File: config.mk
export PLATFORM = sky130hd
export DESIGN_NAME = mac_skew_feeder
export DESIGN_NICKNAME = d
export VERILOG_FILES = /design/src/rtl/mac_skew_feeder.sv
export SDC_FILE = /design/constraint.sdc
export NUM_CORES = 1
export LEC_CHECK = 0
export ABC_AREA = 1
export CAP_MARGIN = 25
export CORE_MARGIN = 5
export CORE_UTILIZATION = 35
export DETAILED_ROUTE_END_ITERATION = 10
export PLACE_DENSITY = 0.56
export SYNTH_ARGS = -nofsm -noshare
export SYNTH_HDL_FRONTEND = slang
export SYNTH_SLANG_ARGS = --single-unit
File: constraint.sdc
create_clock -name clk -period 1.8 [get_ports clk]
set_clock_uncertainty 0.15 [all_clocks]
set_input_delay 0.36 -clock clk [delete_from_list [all_inputs] [get_ports clk]]
set_output_delay 0.36 -clock clk [all_outputs]
set_load 0.1 [all_outputs]
File: src/rtl/mac_skew_feeder.sv
// Operand tile buffer for a systolic MAC array: stores a DIM x DIM tile and
// streams it out with row i delayed by i beats, so each array row sees its data skewed.
module mac_skew_feeder #(
  parameter int DIM     = 8,
  parameter int BITS_AB = 8
) (
  input  logic                                   clk,
  input  logic                                   rst_n,
  input  logic                                   en,
  input  logic                                   WrEn,
  input  logic [$clog2(DIM)-1:0]                 Arow,
  input  logic signed [DIM-1:0][BITS_AB-1:0]     Ain,
  input  logic                                   start,
  output logic signed [DIM-1:0][BITS_AB-1:0]     Aout,
  output logic                                   out_valid,
  output logic                                   busy,
  output logic                                   done
);

  localparam int KW = $clog2(2 * DIM);
  localparam logic [KW-1:0] LAST_BEAT = KW'(2 * DIM - 2);

  typedef enum logic {IDLE, STREAM} state_t;

  state_t                    state;
  logic [KW-1:0]             k;
  logic [BITS_AB-1:0]        mem [DIM][DIM];
  logic [DIM-1:0][BITS_AB-1:0] skew;

  // Row i shows column k-i on beat k; beats outside the row's window are zero.
  always_comb begin
    skew = '0;
    for (int i = 0; i < DIM; i++) begin
      for (int j = 0; j < DIM; j++) begin
        if (k == KW'(i + j)) skew[i] = mem[i][j];
      end
    end
  end

  assign busy = (state == STREAM);

  always_ff @(posedge clk or negedge rst_n) begin
    if (!rst_n) begin
      state     <= IDLE;
      k         <= '0;
      Aout      <= '0;
      out_valid <= 1'b0;
      done      <= 1'b0;
      for (int i = 0; i < DIM; i++) begin
        for (int j = 0; j < DIM; j++) mem[i][j] <= '0;
      end
    end else begin
      // Row writes are accepted only while idle, regardless of en.
      if (state == IDLE && WrEn) begin
        for (int j = 0; j < DIM; j++) mem[Arow][j] <= Ain[j];
      end
      if (en) begin
        case (state)
          IDLE: begin
            Aout      <= '0;
            out_valid <= 1'b0;
            done      <= 1'b0;
            if (start) begin
              state <= STREAM;
              k     <= '0;
            end
          end
          STREAM: begin
            Aout      <= skew;
            out_valid <= 1'b1;
            if (k == LAST_BEAT) begin
              state <= IDLE;
              done  <= 1'b1;
              k     <= '0;
            end else begin
              done <= 1'b0;
              k    <= k + 1'b1;
            end
          end
          default: state <= IDLE;
        endcase
      end
    end
  end

endmodule

# After elaboration in Yosys (flattened, before gate mapping)
# Cells that the tools add are included.
dict set report word_totals {
  reg_bits 583
  in_bits 72
  out_inout_bits 67
  wordCells 198
}
dict set report classes {
  addsub 1
  order_cmp 2
  n_eq_ne 15
  muxes 98
  bitwise_logic 2
  reduce_logical 4
}
# operator count
set ops {}
lappend ops {{bitwise mux 512 bit} 8}
lappend ops {{demux 64 bit (select 3 bit)} 8}
lappend ops {{two-way mux 8 bit} 65}
lappend ops {{one-hot mux 64 bit (2 select lines)} 1}
lappend ops {{two-way mux 64 bit} 1}
lappend ops {{two-way mux 56 bit} 1}
lappend ops {{two-way mux 48 bit} 1}
lappend ops {{two-way mux 40 bit} 1}
lappend ops {{two-way mux 32 bit} 1}
lappend ops {{equality test 4 bit, second input constant} 7}
lappend ops {{two-way mux 24 bit} 1}
lappend ops {{equality test 4 x 3 -> 1 bit, second input constant} 4}
lappend ops {{two-way mux 16 bit} 1}
lappend ops {{equality test 4 x 2 -> 1 bit, second input constant} 2}
lappend ops {{two-way mux 4 bit} 2}
lappend ops {{one-hot mux 4 bit (2 select lines)} 1}
lappend ops {{one-hot mux 1 bit (2 select lines)} 3}
lappend ops {{adder 4 x 1 -> 4 bit, second input constant} 1}
lappend ops {{equality test 4 x 1 -> 1 bit, second input constant} 1}
lappend ops {{>= comparator 4 bit, second input constant} 1}
lappend ops {{zero test 4 bit} 1}
lappend ops {{less-than comparator 4 x 1 -> 1 bit, second input constant} 1}
lappend ops {{inverter 3 -> 4 bit} 1}
lappend ops {{two-way mux 1 bit} 3}
lappend ops {{4 further kinds} 5}

# Longest topological paths before layout
# Gate-level depths: netlist (run 1).
dict set report depth {
  word_depth 13
  depth_mapped 12
  depth_no_buf 11
}

# Least setup slack after synthesis (run 1)
# Ideal clock, no wire load.
dict set report synth_path {
  kind {register -> register}
  start {register state, in the netlist busy}
  end {register mem[0] (netlist name)}
  arrival_ns 2.104
  t_required_ns 1.520
  slack_ns -0.583
  stages_incl_launch_ff 9
  cell_sequence {dfrtp_1 -> buf_2 -> inv_1 -> nand2_1 -> inv_1 -> nand4_1 -> clkbuf_1 -> clkbuf_1 -> o21ai_0}
}
dict set report synth_via {
  elab_chain_cells 2
}
# item line
set synth_lines {}
lappend synth_lines {{start: declaration} 25} ;# state_t state;
lappend synth_lines {{start signal: assignment} 44} ;# state <= IDLE;
lappend synth_lines {{start signal: assignment} 64} ;# state <= STREAM;
lappend synth_lines {{start signal: assignment} 72} ;# state <= IDLE;
lappend synth_lines {{inverter 1 bit} n/a}
lappend synth_lines {{logical AND 1 bit} 54} ;# if (state == IDLE && WrEn) begin
# Every way passes these cells.
# A chain may end at the register's enable or synchronous reset.

# Final worst setup path (run 1)
dict set report layout_path {
  start {register k[0]}
  end {register Aout[55] (netlist name)}
}
dict set report layout_via {
  elab_chain_cells 10
}
# item line
set layout_lines {}
lappend layout_lines {{start: declaration} 26} ;# logic [KW-1:0] k;
lappend layout_lines {{start signal: assignment} 77} ;# k <= k + 1'b1;
lappend layout_lines {{equality test 4 x 3 -> 1 bit} 35} ;# if (k == KW'(i + j)) skew[i] = mem[i][j];
lappend layout_lines {{two-way mux 8 bit (7 in series)} 35}
lappend layout_lines {{two-way mux 8 bit (*)} 35}
lappend layout_lines {{one-hot mux 64 bit (2 select lines) (*)} 58} ;# case (state)
lappend layout_lines {{end signal: assignment} 69} ;# Aout <= skew;
lappend layout_lines {{end: declaration} 14} ;# output logic signed [DIM-1:0][BITS_AB-1:0] Aout,
# Mark *: on every way between the ends. The rest lies on a longest branch, timed or not.

==> reports/metrics.yaml, run 1 <==
final_common_cell: "nand2_1"
wire_per_inst_um: 22.4
grt_pass1_vias: 21781
layout.nets: 3500
place_congestion: 0.877
fmax_mhz: 464
busiest_layer: "met2"
fin_hold_ws_ps: 85.1
grt.met3_usage_pct: 4.35
ys_types: 28
grt_use_met2_pct: 37.5
clk_path_buf_depth: 3
p_seq_share_pct: 37.6
synth_seq_area_share_pct: 57.9
place_area_mm2: 0.0309
crit_family: "simple AND/OR/NAND/NOR gates"
p_per_area_mw_per_mm2: 1690
track_usage_pct: 23.5
run_status: "complete, but fails checks"
routed_via_density: 5.17
worstSetupStartpointType: "register"
initial_utilization_pct: 35.3
clk_pin_slew_ps: 60
min_period_ps: 2160
p_leak_nw: 17.4
drt_iter0_drc: 2269
ys_seq_elements: 583
ant_nets: 0
fin_crit_sh_pct: 120
rsz0062_at_grt: "true"
ir_drop_uv: 1130
p_clk_share_pct: 22.6
crit_path_end_kind: "register"
finalInstanceArea_mm2: 0.0358
setup_ws_ps: -356
slew-limit-headroom_pct: 65.1
path_cells: "buf_6 > inv_6 > buf_6 > nor2_4 > buf_6 > nand2_8 > buf_16 > or2_1 > nand2_2 > nand4_1 > nand2_1 > nand2_1"
fin_util_pct: 50.2
dr.pass1.iters: 6
drv_slew: 0
cpPeakStageDelay_ps: 360
cts_max_level: 3
place_hpwl_um: 64200
grt_pass1_wl_um: 139000
drv_cap: 0
wl_um: 98800
num_io_pins: 139
synthesis.instances: 3034
antenna_cells: 0
worst_pin_slew_ps: 523
p_sw_mw: 24.1
arrival_ps: 2500
grt_antenna_before_repair: 4
crit_required_ps: 2150
worstPathMaxFanout: 8
comb_power_share_pct: 39.7
numCtsBuffers: 66
hold_path_class: "input pin to asynchronous set/reset pin"
ys_warn_count: 0
p_int_mw: 36.6
crit_type: "register to register"
cts.sinks: 583
crit_buf_inv: 5
vias: 22873
final_cell_mix: "nand2_1, dfrtp_1, o21ai_0"
syn_area_mm2: 0.0252
dpl_worst_slack_ps: -534
io_buffer_count: 138
clk_latency_ps: 600
die_w_um: 278
slowest_stage: "dfrtp_1"
drc: 0
fp.coreArea_mm2: 0.0714
drive_gt1_share_pct: 23.2
violations: "setup timing"
grt_max_degree: 129
synth_nets: 3106
dieArea_mm2: 0.0774
globalRouteOverflowTotal: 0
swShare_pct: 39.7
rows: 98
grtUsageMet1_pct: 32.4
cts_tree: "built"
final-hold-violation-count: 0
dieHeight_um: 278
avgSynthCellArea_um2: 8.30
timing.critical_path.mode_cell: "buf_6"
setup_viol: 437
syn2layout_area_growth_pct: 42.1
cts_root_buf: "clkbuf_16"
[synth_stat cells]
| cell type | number | area [µm²] |
|---|---|---|
| nand2_1 | 1007 | 3780 |
| dfrtp_1 | 583 | 14600 |
| o21ai_0 | 488 | 2440 |
| inv_1 | 221 | 830 |
| nor2_1 | 172 | 646 |
| a21oi_1 | 143 | 716 |
| clkbuf_1 | 104 | 390 |
| nand4_1 | 68 | 425 |
| buf_2 | 67 | 335 |
| nand3_1 | 66 | 330 |
| or2_2 | 18 | 113 |
| o21ai_1 | 16 | 80.1 |
| o211ai_1 | 15 | 113 |
| or2_0 | 15 | 93.8 |
| nand3b_1 | 9 | 67.6 |
| buf_1 | 7 | 26.3 |
| inv_2 | 7 | 26.3 |
| nor2_2 | 6 | 37.5 |
| or2_1 | 6 | 37.5 |
| clkinv_1 | 5 | 18.8 |
| nor2_4 | 2 | 22.5 |
| nor3_1 | 2 | 10.0 |
| nor4_1 | 2 | 12.5 |
| a211oi_1 | 1 | 7.51 |
| a32o_1 | 1 | 10.0 |
| buf_4 | 1 | 7.51 |
| o22ai_1 | 1 | 6.26 |
| xor2_1 | 1 | 8.76 |
[state kept, by name (all words and copies together), names as in the netlist]
name and flops:
Aout 64, busy 1, out_valid 1, k 4, done 1, mem 512
[power by group through the flow]
stage | sequential (mW) | combinational [mW] | clock [mW]
CTS | 22.6 | 23.1 | 13.9
global placement | 22.6 | 21.0 | 0
global route | 23.5 | 25.8 | 14.4
finish | 22.8 | 24.1 | 13.7
detailed placement | 22.6 | 21.3 | 0
floorplan | 25.8 | 7.84 | 0
[area by class of cell]
cell class,instances,area (µm²)
repair buffers,504,6890
well taps,950,1190
clock inverters,14,153
clock buffers,97,2020
fillers,6613,35600
repair inverters,1,11.3
flip-flops and latches,583,14600
multi-input cells,2039,10000
inverters,233,915
[final timing paths]
path                                       from                    to  slack [ps]  depth (start not counted)
max in group asynchronous                 rst_n  mem[297]$_DFFE_PN0P_         630                          3
max                            k[0]$_DFFE_PN0P_  Aout[55]$_DFFE_PN0P_        -360                         12
min in group clk                        Ain[45]  mem[277]$_DFFE_PN0P_         180                          3
min reg2reg                mem[335]$_DFFE_PN0P_  mem[335]$_DFFE_PN0P_         330                          2
min                                       rst_n  mem[505]$_DFFE_PN0P_          90                          2
max reg2reg                    k[0]$_DFFE_PN0P_  Aout[55]$_DFFE_PN0P_        -360                         12
[worst reg2reg max path: cells and delay by family, from the launching register on]
| kind | cells | cell delay, ps |
|---|---|---|
| simple gates | 7 | 910 |
| buf+inv | 5 | 600 |
| flops | 1 | 360 |
[per-layer routing]
metal / vias to the layer above / share of wire (%) / wire length, µm
met2: 904 / 46 / 45800
met4: 0 / 3.8 / 3800
met5: - / 0 / 0
li1: 10533 / - / -
met1: 11233 / 42 / 41700
met3: 203 / 7.6 / 7540
[what timing repair did]
action | in CTS | in global routing
pin swaps | 113 | 124
hold endpoints to repair | 434 | 0
cloned | 7 | 33
resized for setup | 232 | 237
setup endpoints to repair | 84 | 430
hold buffers | 1 | 0
buffers inserted | 30 | 18
[cell families (layout without fill, tap and decap cells)]
group,after synthesis,in the layout,share of synthesized area [%]
AO/OA/AOI/OAI,665,665,13.4
XOR/XNOR,1,1,0.0348
buffers and inverters,412,849,6.49
flip-flops,583,583,57.9
AND/OR/NAND/NOR,1373,1373,22.1
[per-stage QoR]
step,total power [mW],std cells,setup TNS [ps]
final,60.6,4421,-37560
after global routing,63.7,4421,-60540
after CTS,59.6,4375,-14760
after detailed placement,43.9,4226,-131530
after global placement,43.5,4226,-129860
after floorplan,33.6,3034,-234
No activity file was read; power rests on OpenSTA's default activity.
==> run 2: changes to the inputs <==
--- a/config.mk
+++ b/config.mk
@@ -13,2 +13,3 @@
 export PLACE_DENSITY = 0.56
+export SLEW_MARGIN = 20
 export SYNTH_ARGS = -nofsm -noshare
--- a/constraint.sdc
+++ b/constraint.sdc
@@ -4,2 +4,2 @@
 set_output_delay 0.36 -clock clk [all_outputs]
-set_load 0.1 [all_outputs]
+set_load 0.01 [all_outputs]
==> run 2 against run 1 <==
  * Clock power about the same
  * Combinational power down 24%
  * Maximum frequency up 3.4%
  * Sequential share of layout area up 0.31 points
  * The run still ends with setup timing left
  * Via count up 0.54%
  * Non-clock buffer count up 37
  * Cell count up 0.97%
  * Final area down 0.80%
  * Worst setup slack better by 72 ps
==> reports/metrics.yaml, run 2 (same netlist as run 1, synthesis figures left out) <==
worst_pin_slew_ps: 554  # +30.2 ps
hold_path_class: "input pin to asynchronous set/reset pin"
routed_via_density: 5.15  # -0.43%
grt_max_degree: 129  # unchanged
reg_top3: "mem x512, Aout x64, k x4"
track_usage_pct: 24.1  # +0.60 points
path_cells: "inv_4 > nand2_4 > buf_6 > nor2_4 > buf_12 > buf_6 > nand2_1 > nand4_1 > nand2_1 > nand4_1 > nand2_1 > nand2_1"
violations: "setup timing"
io_buffer_count: 138  # unchanged
slew-limit-headroom_pct: 63.1  # -2.0 points
die_w_um: 278  # unchanged
place_hpwl_um: 63500  # -1.1%
dpl_worst_slack_ps: -432  # +102 ps
wire_per_inst_um: 22.2  # -0.79%
grt_antenna_before_repair: 3  # -1
final_common_cell: "nand2_1"
cpPeakStageDelay_ps: 460  # +100 ps
dieHeight_um: 278  # unchanged
layout.nets: 3538  # +1.1%
met1Wirelength_um: 42400  # +1.5%
cts_root_buf: "clkbuf_16"
rows: 98  # unchanged
dieArea_mm2: 0.0774  # unchanged
dr.pass1.iters: 6  # unchanged
globalRouteOverflowTotal: 0  # unchanged
vias: 22996  # +0.54%
fin_util_pct: 49.8  # -0.40 points
crit_type: "register to register"
multi_input_area_mm2: 0.0101  # +0.99%
p_per_area_mw_per_mm2: 1530  # -9.8%
cts_max_level: 3  # unchanged
fillers: 6729  # +1.8%
drv_slew: 0  # unchanged
place_congestion: 0.871  # -0.71%
fp.coreArea_mm2: 0.0714  # unchanged
ant_nets: 0  # unchanged
wl_met2_um: 45300  # -1.0%
run_status: "complete, but fails checks"
fin_setup_tns_ps: -49640  # -12080 ps
grt_pass1_wl_um: 142000  # +1.9%
wl_met3_um: 7350  # -2.4%
finalInstanceArea_mm2: 0.0355  # -0.80%
crit_path_end_kind: "register"
cts_tree: "built"
largest_reg_flops: 512  # unchanged
fin_hold_ws_ps: 27.7  # -57.4 ps
p_leak_nw: 17.2  # -1.0%
clk_path_buf_depth: 3  # unchanged
crit_required_ps: 2200  # +50 ps
numCtsBuffers: 67  # +1.5%
ir_drop_uv: 730  # -36%
clk_pin_slew_ps: 60  # about the same
drv_cap: 0  # unchanged
drc: 0  # unchanged
timing.critical_path.mode_cell: "nand2_1"
worstPathMaxFanout: 7  # -1
fin_crit_sh_pct: 116  # -4.0 points
slowest_stage: "dfrtp_2"
syn2layout_area_growth_pct: 41.0
rsz0062_at_grt: "true"
drive_gt1_share_pct: 23.3  # +0.036 points
setup_viol: 488  # +12%
clk_latency_ps: 600  # about the same
top_register: "mem"
final_cell_mix: "nand2_1, dfrtp_1, o21ai_0"
setup_ws_ps: -285  # +71.7 ps
grt_pass1_vias: 21941  # +0.73%
fmax_mhz: 480  # +3.4%
final-hold-violation-count: 0  # unchanged
initial_utilization_pct: 35.3  # unchanged
arrival_ps: 2480  # -20 ps
routed.top_layer: "met4"
place_area_mm2: 0.0303  # -2.1%
wl_um: 99000  # +0.18%
worstSetupStartpointType: "register"
drt_iter0_drc: 2376  # +4.7%
seqCellArea_mm2: 0.0146  # about the same
cts.sinks: 583  # unchanged
num_io_pins: 139  # unchanged
min_period_ps: 2080  # -71.7 ps
run 2: cell types whose count changed in the layout (fill, tap and decap cells not counted), moves of 15 or more:
cell	previous run	this run
nor2_1	146	120
nor2_4	18	33
buf_4	172	189
o21ai_0	425	402
clkdlybuf4s15_1	0	44
buf_12	155	101
o21ai_2	15	31
run 2: metal layers:
layer,global-route usage (%),up-vias
li1,-,10645
met5,0,-
met2,38.1,871
met3,4.17,208
met1,33.7,11272
met4,8.47,0
run 2: through the flow:
stage,instances,power (mW)
detailed placement,4241,37.6
CTS,4420,53.0
global route,4463,57.3
finish,4464,54.3
floorplan,3034,29.3
global placement,4241,37.3
run 2: repair_timing:
| item | 4_1_cts | 5_1_grt |
|---|---|---|
| resized for setup | 469 | 249 |
| setup endpoints to repair | 632 | 543 |
| hold endpoints to repair | 583 | 0 |
| setup buffers | 48 | 32 |
| cloned | 18 | 20 |
| pin swaps | 81 | 60 |
| hold buffers | 1 | 0 |
run 2: cell type report:
cell class	instances	area share [%]
Antenna cell	1	0.00705
Clock buffer	95	5.54
Clock inverter	21	0.567
Inverter	233	2.55
Multi-Input combinational cell	2039	28.5
Sequential cell	583	41.1
Tap cell	950	3.35
Timing Repair Buffer	541	18.4
Timing Repair inverter	1	0.0141
run 2: power breakdown:
group / internal (mW) / switching, mW / total (mW)
clock network: 8.03 / 5.60 / 13.6
logic: 8.02 / 10.2 / 18.2
registers: 18.9 / 3.58 / 22.5
total: 34.9 / 19.4 / 54.3
run 2: path summary, 6_finish.rpt:
path                                         endpoint                  start  slack, ps  depth (start not counted)
worst max-delay path             Aout[54]$_DFFE_PN0P_       k[0]$_DFFE_PN0P_       -280                         12
worst min-delay path             mem[443]$_DFFE_PN0P_                  rst_n         30                          2
worst max register to register   Aout[54]$_DFFE_PN0P_       k[0]$_DFFE_PN0P_       -280                         12
worst min register to register  out_valid$_DFFE_PN0P_  out_valid$_DFFE_PN0P_        320                          2
max in group asynchronous        mem[119]$_DFFE_PN0P_                  rst_n        680                          4
min in group clk                 mem[281]$_DFFE_PN0P_                Ain[33]        180                          3
run 2: critical path: cells and delay by family, from the launching register on:
kind | cells | cell delay [ps]
simple gates | 8 | 880
buf+inv | 4 | 530
flops | 1 | 460
